<file path="config.mk">
export PLATFORM = sky130hd
export DESIGN_NAME = control_sequencer
export DESIGN_NICKNAME = d
export VERILOG_FILES = /design/src/rtl/control_sequencer.sv
export SDC_FILE = /design/constraint.sdc
export NUM_CORES = 1
export LEC_CHECK = 0
export CAP_MARGIN = 15
export CORE_UTILIZATION = 40
export CTS_CLUSTER_DIAMETER = 30
export DETAILED_ROUTE_END_ITERATION = 16
export PLACE_DENSITY = 0.74
export SLEW_MARGIN = 20
export SYNTH_ARGS = -nofsm -noshare
export SYNTH_HDL_FRONTEND = slang
export SYNTH_SLANG_ARGS = --single-unit
</file>
<file path="constraint.sdc">
create_clock -name Clock -period 2.65 [get_ports Clock]
set_clock_uncertainty 0.05 [all_clocks]
set_input_delay 0.53 -clock Clock [delete_from_list [all_inputs] [get_ports Clock]]
set_output_delay 0.53 -clock Clock [all_outputs]
set_load 0.005 [all_outputs]
</file>
<file path="src/rtl/control_sequencer.sv">
// Hardwired multi-cycle control unit: fetch / decode / execute sequencing
// and per-cycle datapath strobe generation for the phase-1 datapath.
module control_sequencer #(
  parameter int unsigned REG_COUNT  = 16,
  parameter int unsigned ALU_CTRL_W = 5
) (
  input  logic                  Clock,
  input  logic                  Clear,
  input  logic [31:0]           IR,
  input  logic                  MemReady,
  output logic                  PCout,
  output logic                  IncrementPC,
  output logic                  IRin,
  output logic                  MARin,
  output logic                  MDRin,
  output logic                  MDRout,
  output logic                  Read,
  output logic                  Yin,
  output logic                  Zin,
  output logic                  ZHIout,
  output logic                  ZLOout,
  output logic                  HIin,
  output logic                  LOin,
  output logic [REG_COUNT-1:0]  Rin,
  output logic [REG_COUNT-1:0]  Rout,
  output logic [ALU_CTRL_W-1:0] ALUControl,
  output logic                  Halted,
  output logic                  Illegal,
  output logic [31:0]           InstrCount
);

  typedef enum logic [3:0] {
    StT0,
    StT1,
    StT2,
    StT3,
    StT4,
    StT5,
    StT6,
    StHalt
  } state_e;

  localparam logic [4:0] OpAdd  = 5'b00011;
  localparam logic [4:0] OpRol  = 5'b01011;
  localparam logic [4:0] OpMul  = 5'b01111;
  localparam logic [4:0] OpDiv  = 5'b10000;
  localparam logic [4:0] OpNeg  = 5'b10001;
  localparam logic [4:0] OpNot  = 5'b10010;
  localparam logic [4:0] OpNop  = 5'b11010;
  localparam logic [4:0] OpHalt = 5'b11011;

  state_e      state_q, state_d;
  logic [31:0] instr_count_q;

  logic [4:0] opcode;
  logic [3:0] ra, rb, rc;
  logic       is_alu, is_muldiv, is_unary, is_nop, is_halt;
  logic       unused_ir;

  assign opcode    = IR[31:27];
  assign ra        = IR[26:23];
  assign rb        = IR[22:19];
  assign rc        = IR[18:15];
  assign unused_ir = ^IR[14:0];

  // Register-format ALU ops occupy the contiguous range add..rol.
  assign is_alu    = (opcode >= OpAdd) && (opcode <= OpRol);
  assign is_muldiv = (opcode == OpMul) || (opcode == OpDiv);
  assign is_unary  = (opcode == OpNeg) || (opcode == OpNot);
  assign is_nop    = (opcode == OpNop);
  assign is_halt   = (opcode == OpHalt);

  function automatic logic [REG_COUNT-1:0] onehot(input logic [3:0] idx);
    onehot = REG_COUNT'(1) << idx;
  endfunction

  always_ff @(posedge Clock) begin
    if (Clear) begin
      state_q       <= StT0;
      instr_count_q <= '0;
    end else begin
      state_q <= state_d;
      if (state_q == StT2) begin
        instr_count_q <= instr_count_q + 32'd1;
      end
    end
  end

  always_comb begin
    state_d = state_q;
    unique case (state_q)
      StT0: state_d = StT1;
      StT1: state_d = MemReady ? StT2 : StT1;
      StT2: state_d = StT3;
      StT3: begin
        if (is_alu || is_muldiv || is_unary) begin
          state_d = StT4;
        end else if (is_halt) begin
          state_d = StHalt;
        end else begin
          state_d = StT0;
        end
      end
      StT4:    state_d = (is_alu || is_muldiv) ? StT5 : StT0;
      StT5:    state_d = is_muldiv ? StT6 : StT0;
      StT6:    state_d = StT0;
      StHalt:  state_d = StHalt;
      default: state_d = StT0;
    endcase
  end

  always_comb begin
    PCout       = 1'b0;
    IncrementPC = 1'b0;
    IRin        = 1'b0;
    MARin       = 1'b0;
    MDRin       = 1'b0;
    MDRout      = 1'b0;
    Read        = 1'b0;
    Yin         = 1'b0;
    Zin         = 1'b0;
    ZHIout      = 1'b0;
    ZLOout      = 1'b0;
    HIin        = 1'b0;
    LOin        = 1'b0;
    Rin         = '0;
    Rout        = '0;
    ALUControl  = '0;
    Halted      = 1'b0;
    Illegal     = 1'b0;

    unique case (state_q)
      StT0: begin
        PCout       = 1'b1;
        MARin       = 1'b1;
        IncrementPC = 1'b1;
      end
      StT1: begin
        Read  = 1'b1;
        MDRin = 1'b1;
      end
      StT2: begin
        MDRout = 1'b1;
        IRin   = 1'b1;
      end
      StT3: begin
        if (is_alu) begin
          Rout = onehot(rb);
          Yin  = 1'b1;
        end else if (is_muldiv) begin
          Rout = onehot(ra);
          Yin  = 1'b1;
        end else if (is_unary) begin
          Rout       = onehot(rb);
          ALUControl = ALU_CTRL_W'(opcode);
          Zin        = 1'b1;
        end else if (!is_nop && !is_halt) begin
          Illegal = 1'b1;
        end
      end
      StT4: begin
        if (is_alu) begin
          Rout       = onehot(rc);
          ALUControl = ALU_CTRL_W'(opcode);
          Zin        = 1'b1;
        end else if (is_muldiv) begin
          Rout       = onehot(rb);
          ALUControl = ALU_CTRL_W'(opcode);
          Zin        = 1'b1;
        end else if (is_unary) begin
          ZLOout = 1'b1;
          Rin    = onehot(ra);
        end
      end
      StT5: begin
        ZLOout = 1'b1;
        if (is_muldiv) begin
          LOin = 1'b1;
        end else if (is_alu) begin
          Rin = onehot(ra);
        end
      end
      StT6: begin
        ZHIout = 1'b1;
        HIin   = 1'b1;
      end
      StHalt: Halted = 1'b1;
      default: ;
    endcase

    // Clear dominates so nothing reaches the datapath from an abandoned instruction.
    if (Clear) begin
      PCout       = 1'b0;
      IncrementPC = 1'b0;
      IRin        = 1'b0;
      MARin       = 1'b0;
      MDRin       = 1'b0;
      MDRout      = 1'b0;
      Read        = 1'b0;
      Yin         = 1'b0;
      Zin         = 1'b0;
      ZHIout      = 1'b0;
      ZLOout      = 1'b0;
      HIin        = 1'b0;
      LOin        = 1'b0;
      Rin         = '0;
      Rout        = '0;
      ALUControl  = '0;
      Halted      = 1'b0;
      Illegal     = 1'b0;
    end
  end

  assign InstrCount = Clear ? 32'd0 : instr_count_q;

endmodule

</file>
After elaboration in Yosys (flattened, before gate mapping)
Cells that the tools add are included.
Widths: inputs -> output; s select.
- word-level logic and storage cells: 87
- bits in registers: 36
- equality and inequality tests: 13
- $add $sub $neg: 1
- $lt $le $gt $ge: 2
- reductions and logical operators: 9
- mux-type cells: 57
- shifts and indexed selects: 3
- operators by type and width (cell ; number):
    $mux 16 ; 12
    $pmux 16 s2 ; 2
    $shl 1x4->16 const A ; 3
    $add 32x1->32 const B ; 1
    $mux 32 ; 1
    $mux 5 ; 6
    $mux 1 ; 27
    $eq 5x5->1 const B ; 5
    $pmux 3 s7 ; 1
    $eq 4x3->1 const B ; 4
    $mux 3 ; 4
    $pmux 5 s2 ; 1
    $eq 4x2->1 const B ; 2
    $eq 5x4->1 const B ; 1
    $ge 5x2->1 const B ; 1
    $le 5x4->1 const B ; 1
    $eq 4x1->1 const B ; 1
    $logic_not 4->1 ; 1
    $logic_or 1x1->1 ; 4
    $pmux 1 s2 ; 2
    $logic_and 1x1->1 ; 2
    $logic_not 1->1 ; 2
    $mux 2 ; 1

Depth between registers and ports, before layout
- depth in word-level cells: 9
- mapped depth: 8
- depth with buffers taken out: 5

Least setup slack after synthesis
Ideal clock, no wire load.
- path kind: input-to-output
- from: input IR[29]
- to: output Rin[0]
- required time: 2.070 ns
- path buffers: 2
- cell stages on the path: 7
- path slack: 0.188 ns
- arrival time: 1.882 ns
- cells stage by stage: buf_2 -> nor2_1 -> nand3_1 -> mux2_2 -> or4_4 -> buf_6 -> nor2b_2
- longest elaborated chain between the ends: 7
- elaborated cells on any way between the ends: 16
- ends and longest elaborated chain (what ; line ; text):
    from (decl) ; 9 ; input logic [31:0] IR,
    parallel branches: the longest is 5 deep, another holds $ge 5x2->1 ; -- ;
    $pmux 16 s2 * ; 132 ; unique case (state_q)
    $mux 16 * ; 192 ; if (Clear) begin
    to (decl) ; 24 ; output logic [REG_COUNT-1:0] Rin,
Every way passes the cells marked *.

Worst setup path after layout
- from: input IR[27]
- to: output Rin[8]
Same word-level chain as after synthesis.

==> results.md <==
- Result of the run: finished, violations left
- Failing checks: negative setup slack
- Setup Slack @ Placement: -0.838 ns
- Worst stage delay on the critical path: 0.49 ns
- Worst-path clk slew: approximately 0.090 ns
- Critical path capture point type: output port
- Number of primary I/O pins: 119
- Inserted Clock Buffers: 5
- Number of distinct library cell variants in the gate-level netlist after synthesis: 58
- Leakage: 0.00216 uW
- Power Dens Cells: 265 nW/um2
- Post-Synth XOR/XNOR Area: under 10%
- Fraction of final layout cells sized beyond drive strength 1: between 30% and 40%
- Logic pwr share: 28.3%
- Clock share of power: 34.5%
- Avg WL per Cell: 16.2 um
- Logic depth of the worst register-to-register path: 6
- Number of routed nets with antenna violations: 0
- Synthesized area divided by synthesized cell count: 6.94 um2
- Number of vias per cell after detailed routing: 5.63
- Longest Clk Path Bufs: 2
- Vias in the first global route: roughly 3,800
- Global-route wire length before repair: roughly 18,000 um
- Routed met3 length: approximately 720 um
- Measured slew at the worst slew-check pin: 0.466 ns
- Fraction of the mapped netlist area in compound gates: 13.8%
- Net switching power of the design: between 400 and 500 uW
- Area of all placed cells without fillers: 5460 um2
- Buffer cell driving the clock tree root: clkbuf_8
- Post-synthesis sequential area ratio: around 22%
- Worst IR drop on VDD: 0.000201 V
- Area enclosed by the die boundary: 8160 um2
- Worst Hold Margin: 0.466 ns
- Fraction of power spent switching nets: 29.7%
- Register cell area after layout: 702 um2
- Yosys Warn Count: 0
- N_diodes: 0
- Maximum fanout along the worst path: 6
- Highest clock frequency the design can meet: approximately 370 MHz
- Filler cells: 547
- Slack of the critical path: -0.0714 ns
- Area occupied by multi-input gates: 2610 um2
- Proportion of synthesized area in mux cells: 1.40%
- Initial standard-cell utilization of the core: a little over two fifths
- Post-synthesis net count: 486
- Worst hold path class: reg -> reg
- Core area: 7410 um2
- Met2 wire length: approximately 5800 um
- Synthesis-to-layout area growth: 74.9%
- TritonCTS sink count: 35
- Nature of the critical path startpoint: input pin
- Die width: ~90 um
- RSZ-0062 raised after global routing: yes
- Cell occurring most often along the worst timing path: buf_12
- Area after DPL: 4730 um2
- CTS tree: built
- Total of flip-flops plus latches after synthesis: 35
- Slew HR: 68.7%
- Total of hold buffers inserted after clock tree synthesis: 0
- Master of the slowest instance on the critical path: or4_4
- Number of setup violations in the final report: 6
- Maximum level of the CTS H-tree: 2
- Clk_lat worst skew: 0.29 ns
- Startpoint of the lowest-slack register-to-register path: state_q[0]
- Leading cell type in the layout, fill and taps excluded: buf_4
- Row Count: 31
- Count of port buffers added during placement: between 100 and 150
- Most used flip-flop cell after synthesis: dfxtp_1
- Most frequent cells in the layout: 92 x buf_4, 68 x nor2_1, 50 x clkdlybuf4s50_1, 34 x dfxtp_1, 28 x nor2b_1
- Portion of total power attributed to sequential cells: between 30% and 40%
- Post-Synthesis Cell Area: 3120 um2
- Final hold vios: 0
- Vertical extent of the die: 90.4 um
- Launch point of the critical path: IR[27]
- Largest family of logic cells by synthesized area: simple AND/OR/NAND/NOR gates
- FFs w/ async S/R, synth: 0%
- Number of antenna violations at the first check in global routing: 0
- Adder-cell share of the synthesized area: 0.401%
- Data arrival time of the critical path: 2.14 ns
- Critical R2R Capture: instr_count_q[30]
- DP Wirelength: 8060 um
- P_int: 1020 uW
- Setup slack on the worst flop-to-flop path: 0.66 ns
- Final core utilization: 73.7%
- CP Cell Sequence: buf_12, xor2_2, nand3_1, mux2_4, or4_4, buf_12, buf_6, nor2_4, buf_2
- Post-synth EDFFs: 0
- Time the worst path needs with I/O delays and setup: 2.72 ns
- Uppermost signal routing layer after detailed routing: met4
- Crit path to: Rin[8]
- Met1 WL: approximately 5100 um
- Number of maximum-capacitance violations: 0
- Fin crit share: 103%
- Routed wire length: 11,900 um
- Logic depth of the worst path, buffers included: 9
- Drt initial violations: 246
- Setup Total Neg Slack: -0.332 ns
- Total grt overflow: 0
- Worst path buffer plus inverter count: 4
- Count of unresolved DRC violations after routing: 0
- CP delay by family, top: simple AND/OR/NAND/NOR gates
- Gr usage total: 26.8%
- Number of iterations in the first detailed-routing pass: 5
- Data required time at the worst endpoint: slightly above 2 ns
- Post-synthesis instance total: between 400 and 500
- Final Net Count: 670
- Total vias in the final route: 4,129
- Fraction of the mapped netlist area in simple logic gates: between 40 and 50%
- Maximum number of pins on one net before global-route repair: 32
- Routability-driven placement congestion ratio: 0.970
- Critical path class: in -> out
- Pins over their slew limit: 0
## tightest hold or removal path: stages (launching register included)
cell     delay (ns)
dfxtp_1        0.34
o21ai_0        0.08
a21oi_1        0.06
## cells in the mapped netlist, types with 7 or more instances
library cell / number / share of area (%)
nand4_1: 15 / 3.0
nand2_1: 23 / 2.8
nand2b_1: 10 / 2.0
o21ai_0: 19 / 3.0
clkbuf_1: 17 / 2.0
inv_1: 11 / 1.3
nor2_1: 69 / 8.3
nor2_2: 7 / 1.4
xnor2_1: 25 / 7.0
a31oi_1: 8 / 1.6
nor2b_1: 32 / 6.4
nor4b_1: 9 / 2.5
dfxtp_1: 35 / 22
and3_1: 7 / 1.4
nor4_1: 20 / 4.0
and2_1: 7 / 1.4
nor3_1: 29 / 4.6
nand3b_1: 7 / 1.7
buf_2: 8 / 1.3
nand3_1: 16 / 2.6
a21oi_1: 10 / 1.6
## stage by stage
stage	total power, uW	std cells
after global placement	870	697
after floorplan	701	450
final	1450	734
after global routing	1510	734
after detailed placement	872	697
after CTS	1420	727
## how the worst min path moves through the flow
stage | start | endpoint | slack (ns) | cells after the start
2_1_floorplan | instr_count_q[1] | instr_count_q[1] | 0.42 | 2
3_3_place_gp | instr_count_q[11] | instr_count_q[11] | 0.44 | 2
3_5_place_dp | instr_count_q[1] | instr_count_q[1] | 0.46 | 2
4_1_cts | instr_count_q[1] | instr_count_q[1] | 0.47 | 2
5_1_grt | instr_count_q[11] | instr_count_q[11] | 0.50 | 2
6_report | instr_count_q[1] | instr_count_q[1] | 0.47 | 2
## cells by family after synthesis
family          after synthesis
compound gates               64
xor+xnor                     28
fa+ha+maj                     1
buf+inv                      47
flops                        35
mux                           4
simple gates                271
## power by group through the flow
stage,clock network [uW],registers (uW),logic [uW]
floorplan,0,548,153
global placement,0,550,320
detailed placement,0,550,321
CTS,503,539,375
global route,536,541,436
finish,500,540,410
## final cells by class
cell class / instances / area share [%]
sequential: 35 / 12.8
tap: 99 / 2.27
clock buffer: 5 / 1.26
timing repair buffer: 213 / 34.2
clock inverter: 3 / 0.870
inverter: 11 / 0.756
multi-input combinational: 368 / 47.8
## flip-flops by register name, indices dropped and copies added (netlist names)
register and flops:
state_q 3, instr_count_q 32
## routing by layer
layer  track usage (%)  vias to the layer above
li1                  -                     1978
met1              36.0                     1919
met2              45.2                      201
met3              2.69                       31
met4              7.93                        0
met5                 0                        -
## timing repair
item                                    in CTS  in global routing
pin swaps                                   31                 16
gates resized for setup                    186                 66
cloned                                       1                  1
endpoints found under the setup margin      42                 24
setup buffers                               21                  6
(Power assumes the default switching activity.)
